`src/rtl/fifo_stream_pkg.sv`:
```
// Shared constants and width helpers for the FIFO stream reader.
// The FIFO_STREAM_READER_STATS_EN build adds the statistics counters.
package fifo_stream_pkg;

  localparam int DEF_DATA_W    = 8;
  localparam int DEF_BUF_DEPTH = 2;

  localparam int STAT_WORDS_W = 32;
  localparam int STAT_EMPTY_W = 16;

  function automatic int ptr_w(input int depth);
    return (depth > 1) ? $clog2(depth) : 1;
  endfunction

  function automatic int cnt_w(input int depth);
    return $clog2(depth + 1);
  endfunction

endpackage

```
`src/rtl/fifo_stream_landing_buf.sv`:
```
// Circular landing buffer for words returned by the FIFO.
// Any depth is supported; pointers wrap explicitly at BUF_DEPTH-1.
module fifo_stream_landing_buf
  import fifo_stream_pkg::*;
#(
  parameter int DATA_W    = DEF_DATA_W,
  parameter int BUF_DEPTH = DEF_BUF_DEPTH,
  localparam int PW = ptr_w(BUF_DEPTH),
  localparam int CW = cnt_w(BUF_DEPTH)
) (
  input  logic              clk,
  input  logic              rst,
  input  logic              flush,
  input  logic              push,
  input  logic [DATA_W-1:0] push_data,
  input  logic              pop,
  output logic [DATA_W-1:0] head,
  output logic [CW-1:0]     count
);

  logic [DATA_W-1:0] mem [BUF_DEPTH];
  logic [PW-1:0]     wr_ptr;
  logic [PW-1:0]     rd_ptr;

  function automatic logic [PW-1:0] nxt(
    input logic [PW-1:0] p
  );
    return (p == PW'(BUF_DEPTH - 1)) ? '0 : p + 1'b1;
  endfunction

  always_ff @(posedge clk) begin
    if (rst) begin
      wr_ptr <= '0;
      rd_ptr <= '0;
      count  <= '0;
      for (int i = 0; i < BUF_DEPTH; i++)
        mem[i] <= '0;
    end else if (flush) begin
      wr_ptr <= '0;
      rd_ptr <= '0;
      count  <= '0;
    end else begin
      if (push) begin
        mem[wr_ptr] <= push_data;
        wr_ptr      <= nxt(wr_ptr);
      end
      if (pop)
        rd_ptr <= nxt(rd_ptr);
      count <= count + CW'(push) - CW'(pop);
    end
  end

  assign head = mem[rd_ptr];

endmodule

```
`src/rtl/fifo_stream_reader.sv`:
```
// Speculative reader turning the shift FIFO read port into a valid/ready stream.
// Define FIFO_STREAM_READER_STATS_EN to add stat_words and stat_empty_reads.
module fifo_stream_reader
  import fifo_stream_pkg::*;
#(
  parameter int DATA_W    = DEF_DATA_W,
  parameter int BUF_DEPTH = DEF_BUF_DEPTH
) (
  input  logic              clk,
  input  logic              rst,
  input  logic              en,
  input  logic              flush,
  output logic              fifo_read,
  input  logic [DATA_W-1:0] fifo_data,
  input  logic              fifo_val,
  output logic [DATA_W-1:0] m_data,
  output logic              m_valid,
  input  logic              m_ready,
  output logic              proto_err
`ifdef FIFO_STREAM_READER_STATS_EN
  ,
  output logic [STAT_WORDS_W-1:0] stat_words,
  output logic [STAT_EMPTY_W-1:0] stat_empty_reads
`endif
);

  localparam int CW = cnt_w(BUF_DEPTH);
  localparam int OW = CW + 1;

  logic          pending;
  logic          discard;
  logic          pop;
  logic          push;
  logic          stray;
  logic [CW-1:0] count;
  logic [OW-1:0] occ;

  assign pop   = m_valid & m_ready;
  assign push  = pending & fifo_val & ~flush;
  assign stray = fifo_val & ~pending & ~discard & ~flush;

  // Slots already promised: held words, minus this pop, plus the word in flight.
  assign occ = {1'b0, count} - OW'(pop) + OW'(pending);

  assign fifo_read = en & ~flush & ~rst
                   & (occ < OW'(BUF_DEPTH));

  assign m_valid = (count != '0);

  fifo_stream_landing_buf #(
    .DATA_W    (DATA_W),
    .BUF_DEPTH (BUF_DEPTH)
  ) u_buf (
    .clk       (clk),
    .rst       (rst),
    .flush     (flush),
    .push      (push),
    .push_data (fifo_data),
    .pop       (pop),
    .head      (m_data),
    .count     (count)
  );

  always_ff @(posedge clk) begin
    if (rst) begin
      pending   <= 1'b0;
      discard   <= 1'b0;
      proto_err <= 1'b0;
    end else begin
      pending <= flush ? 1'b0 : fifo_read;
      discard <= flush;
      if (stray)
        proto_err <= 1'b1;
    end
  end

`ifdef FIFO_STREAM_READER_STATS_EN
  always_ff @(posedge clk) begin
    if (rst) begin
      stat_words       <= '0;
      stat_empty_reads <= '0;
    end else begin
      if (pop)
        stat_words <= stat_words + 1'b1;
      if (pending & ~fifo_val & (stat_empty_reads != '1))
        stat_empty_reads <= stat_empty_reads + 1'b1;
    end
  end
`endif

endmodule

```
`config.mk`:
```
export PLATFORM = sky130hd
export DESIGN_NAME = fifo_stream_reader
export DESIGN_NICKNAME = d
export VERILOG_FILES = /design/src/rtl/fifo_stream_pkg.sv /design/src/rtl/fifo_stream_landing_buf.sv /design/src/rtl/fifo_stream_reader.sv
export SDC_FILE = /design/constraint.sdc
export NUM_CORES = 1
export LEC_CHECK = 0
export ABC_AREA = 1
export BUFFER_PORTS_ARGS = -buffer_cell sky130_fd_sc_hd__buf_2
export CAP_MARGIN = 20
export CELL_PAD_IN_SITES_DETAIL_PLACEMENT = 2
export CELL_PAD_IN_SITES_GLOBAL_PLACEMENT = 2
export CORE_MARGIN = 4
export CORE_UTILIZATION = 35
export CTS_CLUSTER_DIAMETER = 30
export DETAILED_ROUTE_END_ITERATION = 12
export PLACE_DENSITY_LB_ADDON = 0.1
export SLEW_MARGIN = 25
export SYNTH_ARGS = -nofsm -noshare
export SYNTH_HDL_FRONTEND = slang
export SYNTH_SLANG_ARGS = --single-unit
```
`constraint.sdc`:
```
create_clock -name clk -period 3.69 [get_ports clk]
set_input_delay 0.369 -clock clk [delete_from_list [all_inputs] [get_ports clk]]
set_output_delay 0.369 -clock clk [all_outputs]
set_load 0.02 [all_outputs]
```
==> results of run 1 <==
-- Yosys cell counts, drive strengths merged --
cell / n / area [um2]
inv: 17 / 63.8
dfxtp: 8 / 160
nand2: 10 / 40.0
xor2: 1 / 8.76
nand3: 5 / 50.0
fa: 1 / 20.0
nor2: 29 / 116
a21oi: 1 / 5.00
ha: 3 / 37.5
edfxtp: 16 / 480
o21ai: 1 / 5.00
mux2: 8 / 90.1
nor3b: 1 / 7.51
buf: 1 / 5.00
-- flip-flops by register name (all words and copies together) (netlist names), named ones only --
name          count
discard           1
pending           1
proto_err         1
u_buf.count       2
u_buf.mem        16
u_buf.rd_ptr      1
u_buf.wr_ptr      1
-- cells in the final DEF (no fill, tap or decap), drive strengths merged --
cell	count
nor2	29
buf	24
inv	17
edfxtp	16
nand2	10
mux2	8
dfxtp	8
nand3	5
ha	3
clkbuf	3
xor2	1
nor3b	1
o21ai	1
a21oi	1
fa	1
bufinv	1
-- path summary, 6_finish.rpt --
kind                  startpoint         to  slack (ps)  depth (start not counted)
hold / removal               rst    discard         250                          2
hold reg to reg        proto_err  proto_err         460                          2
setup reg to reg  u_buf.count[1]    pending        1810                          8
setup / recovery  u_buf.count[1]  fifo_read        1000                          9
-- through the flow --
step                instance area, um2  power [mW]  hold WS [ps]  std cells
floorplan                         1090       0.327           440        102
CTS                               1310       0.536           253        171
global placement                  1260       0.344           438        167
detailed placement                1260       0.347           447        167
global route                      1310       0.555           245        171
finish                            1310       0.532           250        171
-- cell type report --
| class | count | area (um2) |
|---|---|---|
| Clock buffer | 3 | 22.5 |
| Clock inverter | 1 | 30.0 |
| Fill cell | 316 | 1570 |
| Inverter | 17 | 63.8 |
| Multi-Input combinational cell | 60 | 380 |
| Sequential cell | 24 | 641 |
| Tap cell | 42 | 52.6 |
| Timing Repair Buffer | 24 | 120 |
-- power groups by stage --
stage | Clock (mW) | Sequential [mW] | Combinational [mW]
2_1_floorplan | 0 | 0.304 | 0.0234
3_3_place_gp | 0 | 0.303 | 0.0409
3_5_place_dp | 0 | 0.304 | 0.0428
4_1_cts | 0.195 | 0.298 | 0.0433
5_1_grt | 0.209 | 0.299 | 0.0472
6_report | 0.192 | 0.297 | 0.0419
-- per-layer routing --
metal / GRT usage / vias to the layer above / part of all wire / routed length, um
li1: - / 378 / - / -
met1: 0.140 / 375 / 0.39 / 887
met2: 0.232 / 17 / 0.54 / 1240
met3: 0.0368 / 5 / 0.047 / 106
met4: 0.0566 / 0 / 0.018 / 42
met5: 0 / - / 0 / 0
-- cells by family (layout without fill, tap and decap cells) --
| group | Yosys count | count (layout) | synth area share |
|---|---|---|---|
| flip-flops | 24 | 24 | 0.588 |
| XOR/XNOR | 1 | 1 | 0.00804 |
| AND/OR/NAND/NOR | 45 | 45 | 0.196 |
| multiplexers | 8 | 8 | 0.0827 |
| AO/OA/AOI/OAI | 2 | 2 | 0.00918 |
| adder cells (fa/ha/maj) | 4 | 4 | 0.0528 |
| buffers and inverters | 18 | 45 | 0.0631 |
==> flow_results.xml, run 1 <==
<?xml version="1.0" encoding="UTF-8"?>
<metrics>
  <group name="sta">
    <metric name="setup_violations" unit="">0</metric>
    <metric name="final-hold-violation-count" unit="">0</metric>
    <metric name="fin_ws" unit="ps">1000</metric>
    <metric name="tightest_slew" unit="ps">388</metric>
    <metric name="finalWorstPathRequiredPeriod" unit="ps">2690</metric>
    <metric name="slew_headroom" unit="">0.741</metric>
    <metric name="layout_worst_path_cycle_share" unit="">0.729</metric>
    <metric name="clock-skew-final" unit="ps">10.1</metric>
    <metric name="rsz0062_at_grt" unit="">false</metric>
    <metric name="totalNegativeSetupSlack" unit="ps">0</metric>
    <metric name="slew_viol_final" unit="">0</metric>
    <metric name="clock.fmax" unit="GHz">0.372</metric>
  </group>
  <group name="clock_tree">
    <metric name="clkLatencyLatePin" unit="ps">320</metric>
    <metric name="cts.repair.resized" unit="">0</metric>
    <metric name="cts_inserted_buffers" unit="">3</metric>
    <metric name="tritoncts" unit="">built</metric>
    <metric name="cts_htree_levels" unit="">1</metric>
    <metric name="cts_root_buf" unit="">clkbuf_4</metric>
    <metric name="holdBufCountCts" unit="">0</metric>
    <metric name="cts.sink_count" unit="">24</metric>
    <metric name="clkSlewWorstSetupHoldPaths" unit="ps">140</metric>
    <metric name="cts_max_path_buffers" unit="">2</metric>
    <metric name="postcts_setup_bufs" unit="">0</metric>
  </group>
  <group name="routing">
    <metric name="tritonroute_pass_1_iters" unit="">4</metric>
    <metric name="finalWirelength" unit="mm">2.27</metric>
    <metric name="detail-route-antenna-nets" unit="">0</metric>
    <metric name="remaining_drc_errors" unit="">0</metric>
    <metric name="routed_wire_length_per_instance" unit="um">13.3</metric>
    <metric name="drt_first_iter_violations" unit="">12</metric>
    <metric name="vias" unit="">775</metric>
    <metric name="vias_per_cell" unit="">4.53</metric>
  </group>
  <group name="logic_synthesis">
    <metric name="postSynthAreaPerCell" unit="um2">10.7</metric>
    <metric name="portion_of_the_post_synthesis_area_used_by_sequential_elements" unit="">0.588</metric>
    <metric name="ys_warn_count" unit="">0</metric>
    <metric name="netlist_instances" unit="">102</metric>
    <metric name="synth_nets" unit="">120</metric>
    <metric name="syn_area" unit="um2">1090</metric>
    <metric name="ys_types" unit="">17</metric>
    <metric name="ys_seq_elements" unit="">24</metric>
  </group>
  <group name="setup_path">
    <metric name="crit_path_cell_trace" unit="">nor2_1 &gt; nor2_1 &gt; ha_1 &gt; inv_1 &gt; nand2_1 &gt; fa_1 &gt; nand3_1 &gt; nor2_1 &gt; buf_2</metric>
    <metric name="cp.required" unit="ps">3320</metric>
    <metric name="critPathMostFrequentCell" unit="">nor2_1</metric>
    <metric name="critPathMaxFanout" unit="">4</metric>
    <metric name="critPathTopFamily" unit="">adder cells</metric>
    <metric name="criticalPathCategory" unit="">flip-flop to output pin</metric>
    <metric name="critPathBufInv" unit="">2</metric>
    <metric name="setup.worst_path.start_class" unit="">flip-flop</metric>
    <metric name="end_kind" unit="">output pin</metric>
    <metric name="max_stage_delay_on_crit_path" unit="ps">490</metric>
    <metric name="cp.arrival" unit="ps">2320</metric>
    <metric name="cp_slowest_cell" unit="">fa_1</metric>
  </group>
  <group name="die">
    <metric name="floorplan.die.width" unit="um">63.8</metric>
    <metric name="std_cell_rows" unit="">19</metric>
    <metric name="core-area" unit="um2">2880</metric>
    <metric name="chipHeight" unit="um">63.8</metric>
    <metric name="die_area" unit="um2">4070</metric>
    <metric name="ioPinCount" unit="">25</metric>
    <metric name="start_util" unit="">0.379</metric>
  </group>
  <group name="job">
    <metric name="max_cap_violations" unit="">0</metric>
  </group>
  <group name="outcome">
    <metric name="run_status" unit="">finished, final reports clean</metric>
  </group>
  <group name="power">
    <metric name="vdd.ir_drop.worst" unit="mV">0.144</metric>
    <metric name="netSwitchingFraction" unit="">0.210</metric>
    <metric name="combinationalPowerShare" unit="">0.079</metric>
    <metric name="total_switching_power" unit="mW">0.112</metric>
    <metric name="pwr-share-clk" unit="">0.362</metric>
    <metric name="power.density" unit="nW/um2">406</metric>
    <metric name="leakagePower" unit="nW">0.607</metric>
    <metric name="power.sequential.fraction" unit="">0.560</metric>
    <metric name="internal_power" unit="mW">0.420</metric>
  </group>
  <group name="global_routing">
    <metric name="grt_pass1_wl" unit="mm">4.03</metric>
    <metric name="grt_start_max_net_pins" unit="">15</metric>
    <metric name="grt_pass1_vias" unit="">880</metric>
    <metric name="global_route.overflow_total" unit="">0</metric>
    <metric name="global_route.usage.total" unit="">0.129</metric>
    <metric name="antenna_found_initial" unit="">0</metric>
  </group>
  <group name="cells_and_area">
    <metric name="drive_above_1_share" unit="">0.310</metric>
    <metric name="post-route-util" unit="">0.455</metric>
    <metric name="synthToLayoutAreaGrowth" unit="%">20.2</metric>
    <metric name="final_net_count" unit="">148</metric>
    <metric name="antenna-diode-count" unit="">0</metric>
  </group>
  <group name="placed_design">
    <metric name="placer_congestion_estimate" unit="">0.710</metric>
    <metric name="port-buffer-count" unit="">24</metric>
    <metric name="placed_wire_length_estimate_after_detailed_placement" unit="mm">1.80</metric>
    <metric name="post-place-ws" unit="ps">1380</metric>
  </group>
  <group name="min_path">
    <metric name="hold_path_class" unit="">input pin to flip-flop</metric>
  </group>
</metrics>
Power figures use the tool's default switching activity.
==> inputs of run 2 (changes only) <==
Settings changed: ABC_AREA 1 to 0, CORE_UTILIZATION 35 to 31.
Clock period 3.69 ns to 2.15 ns, I/O delays scaled along.
==> flow_results.xml, run 2 <==
<?xml version="1.0" encoding="UTF-8"?>
<metrics>
  <group name="outcome">
    <metric name="run_status" unit="">complete, but fails checks</metric>
    <metric name="violations_in_the_final_reports" unit="">setup timing</metric>
  </group>
  <group name="logic_synthesis">
    <metric name="synth-edff-count" unit="">16</metric>
    <metric name="ys_seq_elements" unit="">24</metric>
    <metric name="netlist_instances" unit="">87</metric>
    <metric name="synth_flop_cell" unit="">edfxtp_1</metric>
    <metric name="portion_of_the_post_synthesis_area_used_by_sequential_elements" unit="">0.570</metric>
    <metric name="netlist.area_leader.share" unit="">0.427</metric>
    <metric name="ys_warn_count" unit="">0</metric>
    <metric name="async_reset_ff_frac" unit="">0</metric>
    <metric name="ys_types" unit="">26</metric>
    <metric name="post-synth-top-area-cell" unit="">edfxtp_1</metric>
    <metric name="synthTopCellsByCount" unit="">edfxtp_1, and3_2, mux2_2</metric>
    <metric name="syn_area" unit="um2">1120</metric>
    <metric name="postSynthAreaPerCell" unit="um2">12.9</metric>
    <metric name="synth_nets" unit="">105</metric>
    <metric name="synth_most_common_cell" unit="">edfxtp_1</metric>
    <metric name="area_contributors_post_synth" unit="">edfxtp_1, dfxtp_1, mux2_2</metric>
  </group>
  <group name="routing">
    <metric name="detailroute.wirelength.met3" unit="um">86</metric>
    <metric name="routed_wire_length_per_instance" unit="um">14.3</metric>
    <metric name="remaining_drc_errors" unit="">0</metric>
    <metric name="vias_per_cell" unit="">4.64</metric>
    <metric name="vias" unit="">766</metric>
    <metric name="detail-route-antenna-nets" unit="">0</metric>
    <metric name="tritonroute_pass_1_iters" unit="">2</metric>
    <metric name="top_signal_layer_used" unit="">met4</metric>
    <metric name="wl_met2" unit="mm">1.38</metric>
    <metric name="met1Wirelength" unit="um">868</metric>
    <metric name="drt_first_iter_violations" unit="">12</metric>
    <metric name="finalWirelength" unit="mm">2.36</metric>
  </group>
  <group name="sta">
    <metric name="slew_viol_final" unit="">0</metric>
    <metric name="totalNegativeSetupSlack" unit="ps">-98.6</metric>
    <metric name="finalWorstPathRequiredPeriod" unit="ps">2250</metric>
    <metric name="tightest_slew" unit="ps">380</metric>
    <metric name="fin_ws" unit="ps">-98.6</metric>
    <metric name="hold-worst-slack" unit="ps">166</metric>
    <metric name="slew_headroom" unit="">0.746</metric>
    <metric name="clock.fmax" unit="GHz">0.445</metric>
    <metric name="layout_worst_path_cycle_share" unit="">1.05</metric>
    <metric name="setup_violations" unit="">1</metric>
    <metric name="rsz0062_at_grt" unit="">true</metric>
    <metric name="clock-skew-final" unit="ps">4.14</metric>
    <metric name="final-hold-violation-count" unit="">0</metric>
  </group>
  <group name="cells_and_area">
    <metric name="reg_top3" unit="">u_buf.mem (16), u_buf.count (2)</metric>
    <metric name="mostFrequentLayoutCells" unit="">buf_2, edfxtp_1, and3_2, mux2_2, buf_4</metric>
    <metric name="multi_input_area" unit="um2">477</metric>
    <metric name="antenna-diode-count" unit="">0</metric>
    <metric name="final_net_count" unit="">138</metric>
    <metric name="stdcell_count" unit="">165</metric>
    <metric name="synthToLayoutAreaGrowth" unit="%">26.3</metric>
    <metric name="regArea" unit="um2">643</metric>
    <metric name="drive_above_1_share" unit="">0.588</metric>
    <metric name="final_common_cell" unit="">buf_2</metric>
    <metric name="largest-register" unit="">u_buf.mem</metric>
    <metric name="n_fill_cell" unit="">358</metric>
    <metric name="largest_register_ff_count" unit="">16</metric>
  </group>
  <group name="power">
    <metric name="finalPower" unit="mW">0.908</metric>
    <metric name="vdd.ir_drop.worst" unit="mV">0.251</metric>
    <metric name="power.density" unit="nW/um2">639</metric>
    <metric name="leakagePower" unit="nW">0.645</metric>
  </group>
  <group name="global_routing">
    <metric name="global_route.usage.total" unit="">0.115</metric>
    <metric name="grt_pass1_wl" unit="mm">3.82</metric>
    <metric name="global_route.overflow_total" unit="">0</metric>
    <metric name="antenna_found_initial" unit="">0</metric>
    <metric name="grt_start_max_net_pins" unit="">17</metric>
    <metric name="grt_pass1_vias" unit="">807</metric>
  </group>
  <group name="setup_path">
    <metric name="setup.worst_path.start_class" unit="">flip-flop</metric>
    <metric name="critPathMaxFanout" unit="">2</metric>
    <metric name="cp.arrival" unit="ps">2030</metric>
    <metric name="criticalPathCategory" unit="">flip-flop to output pin</metric>
    <metric name="cp.required" unit="ps">1930</metric>
    <metric name="end_kind" unit="">output pin</metric>
  </group>
  <group name="min_path">
    <metric name="hold_path_class" unit="">input pin to flip-flop</metric>
  </group>
  <group name="clock_tree">
    <metric name="cts_inserted_buffers" unit="">3</metric>
    <metric name="clkSlewWorstSetupHoldPaths" unit="ps">130</metric>
    <metric name="tritoncts" unit="">built</metric>
    <metric name="clkLatencyLatePin" unit="ps">300</metric>
    <metric name="cts_root_buf" unit="">clkbuf_4</metric>
    <metric name="cts.sink_count" unit="">24</metric>
    <metric name="cts_max_path_buffers" unit="">2</metric>
    <metric name="cts_htree_levels" unit="">1</metric>
  </group>
  <group name="die">
    <metric name="core-area" unit="um2">3420</metric>
    <metric name="start_util" unit="">0.329</metric>
    <metric name="floorplan.die.width" unit="um">68.2</metric>
    <metric name="die_area" unit="um2">4660</metric>
    <metric name="chipHeight" unit="um">68.2</metric>
    <metric name="std_cell_rows" unit="">21</metric>
    <metric name="ioPinCount" unit="">25</metric>
  </group>
  <group name="job">
    <metric name="max_cap_violations" unit="">0</metric>
  </group>
  <group name="placed_design">
    <metric name="numPlacedInstances" unit="">158</metric>
    <metric name="post-place-ws" unit="ps">103</metric>
    <metric name="placed_wire_length_estimate_after_detailed_placement" unit="mm">1.81</metric>
    <metric name="placer_congestion_estimate" unit="">0.699</metric>
    <metric name="port-buffer-count" unit="">24</metric>
  </group>
</metrics>
==> run 2: cell types whose count changed after synthesis, sizes merged, moves of 2 or more <==
cell   delta
inv      -11
and3     +16
and3b     +2
nor2     -26
nand3     -5
nor3      +3
a31o      +2
mux2      +2
nand2     -7
==> run 2: through the flow <==
stage	instance area, um2	util
4_1_cts	1400	0.410
6_report	1420	0.416
3_3_place_gp	1320	0.386
2_1_floorplan	1130	-
5_1_grt	1420	0.416
3_5_place_dp	1320	0.386
==> run 2: kinds of logic (layout without fill, tap and decap cells) <==
kind of cell	count (synthesis)	count (layout)	synth area share
adder cells (fa/ha/maj)	4	4	0.0512
AND/OR/NAND/NOR	33	33	0.195
multiplexers	10	10	0.100
AO/OA/AOI/OAI	6	6	0.0401
flip-flops	24	24	0.570
buffers and inverters	8	40	0.0289
XOR/XNOR	2	2	0.0156
==> run 2: path summary, 6_finish.rpt <==
path	startpoint	end	slack, ps	cells past startpoint
worst max-delay path	u_buf.count[1]	fifo_read	-100	8
worst min-delay path	rst	proto_err	170	2
worst max register to register	u_buf.count[1]	pending	330	8
worst min register to register	proto_err	proto_err	460	2
==> run 2: critical path, stage by stage (launching register included) <==
cell     delay (ps)
dfxtp_2         340
o21a_1          220
ha_4            220
inv_2            60
nand2_2          50
fa_2            530
nand2_2          60
nor3_2          100
buf_4           160
==> run 2: layout make-up <==
class,instances,area share
Timing Repair Buffer,30,0.118
Sequential cell,24,0.453
Clock inverter,1,0.0211
Multi-Input combinational cell,55,0.336
Clock buffer,3,0.0159
Tap cell,46,0.0405
Inverter,6,0.0159
==> run 2: repair_timing <==
action,CTS,global route
endpoints found under the setup margin,1,1
buffers inserted,2,1
resized for setup,6,2
hold buffers,0,0
pin swaps,4,1
==> run 2: routing by layer <==
metal | track usage | vias up
met4 | 0.0447 | 0
met3 | 0.0246 | 2
met5 | 0 | -
met1 | 0.122 | 373
li1 | - | 379
met2 | 0.220 | 12
==> run 2: report_power, final <==
part / switching, mW / total [mW] / internal [mW]
clock network: 0.130 / 0.318 / 0.188
logic: 0.0445 / 0.0782 / 0.0337
registers: 0.00577 / 0.511 / 0.506
total: 0.180 / 0.908 / 0.728
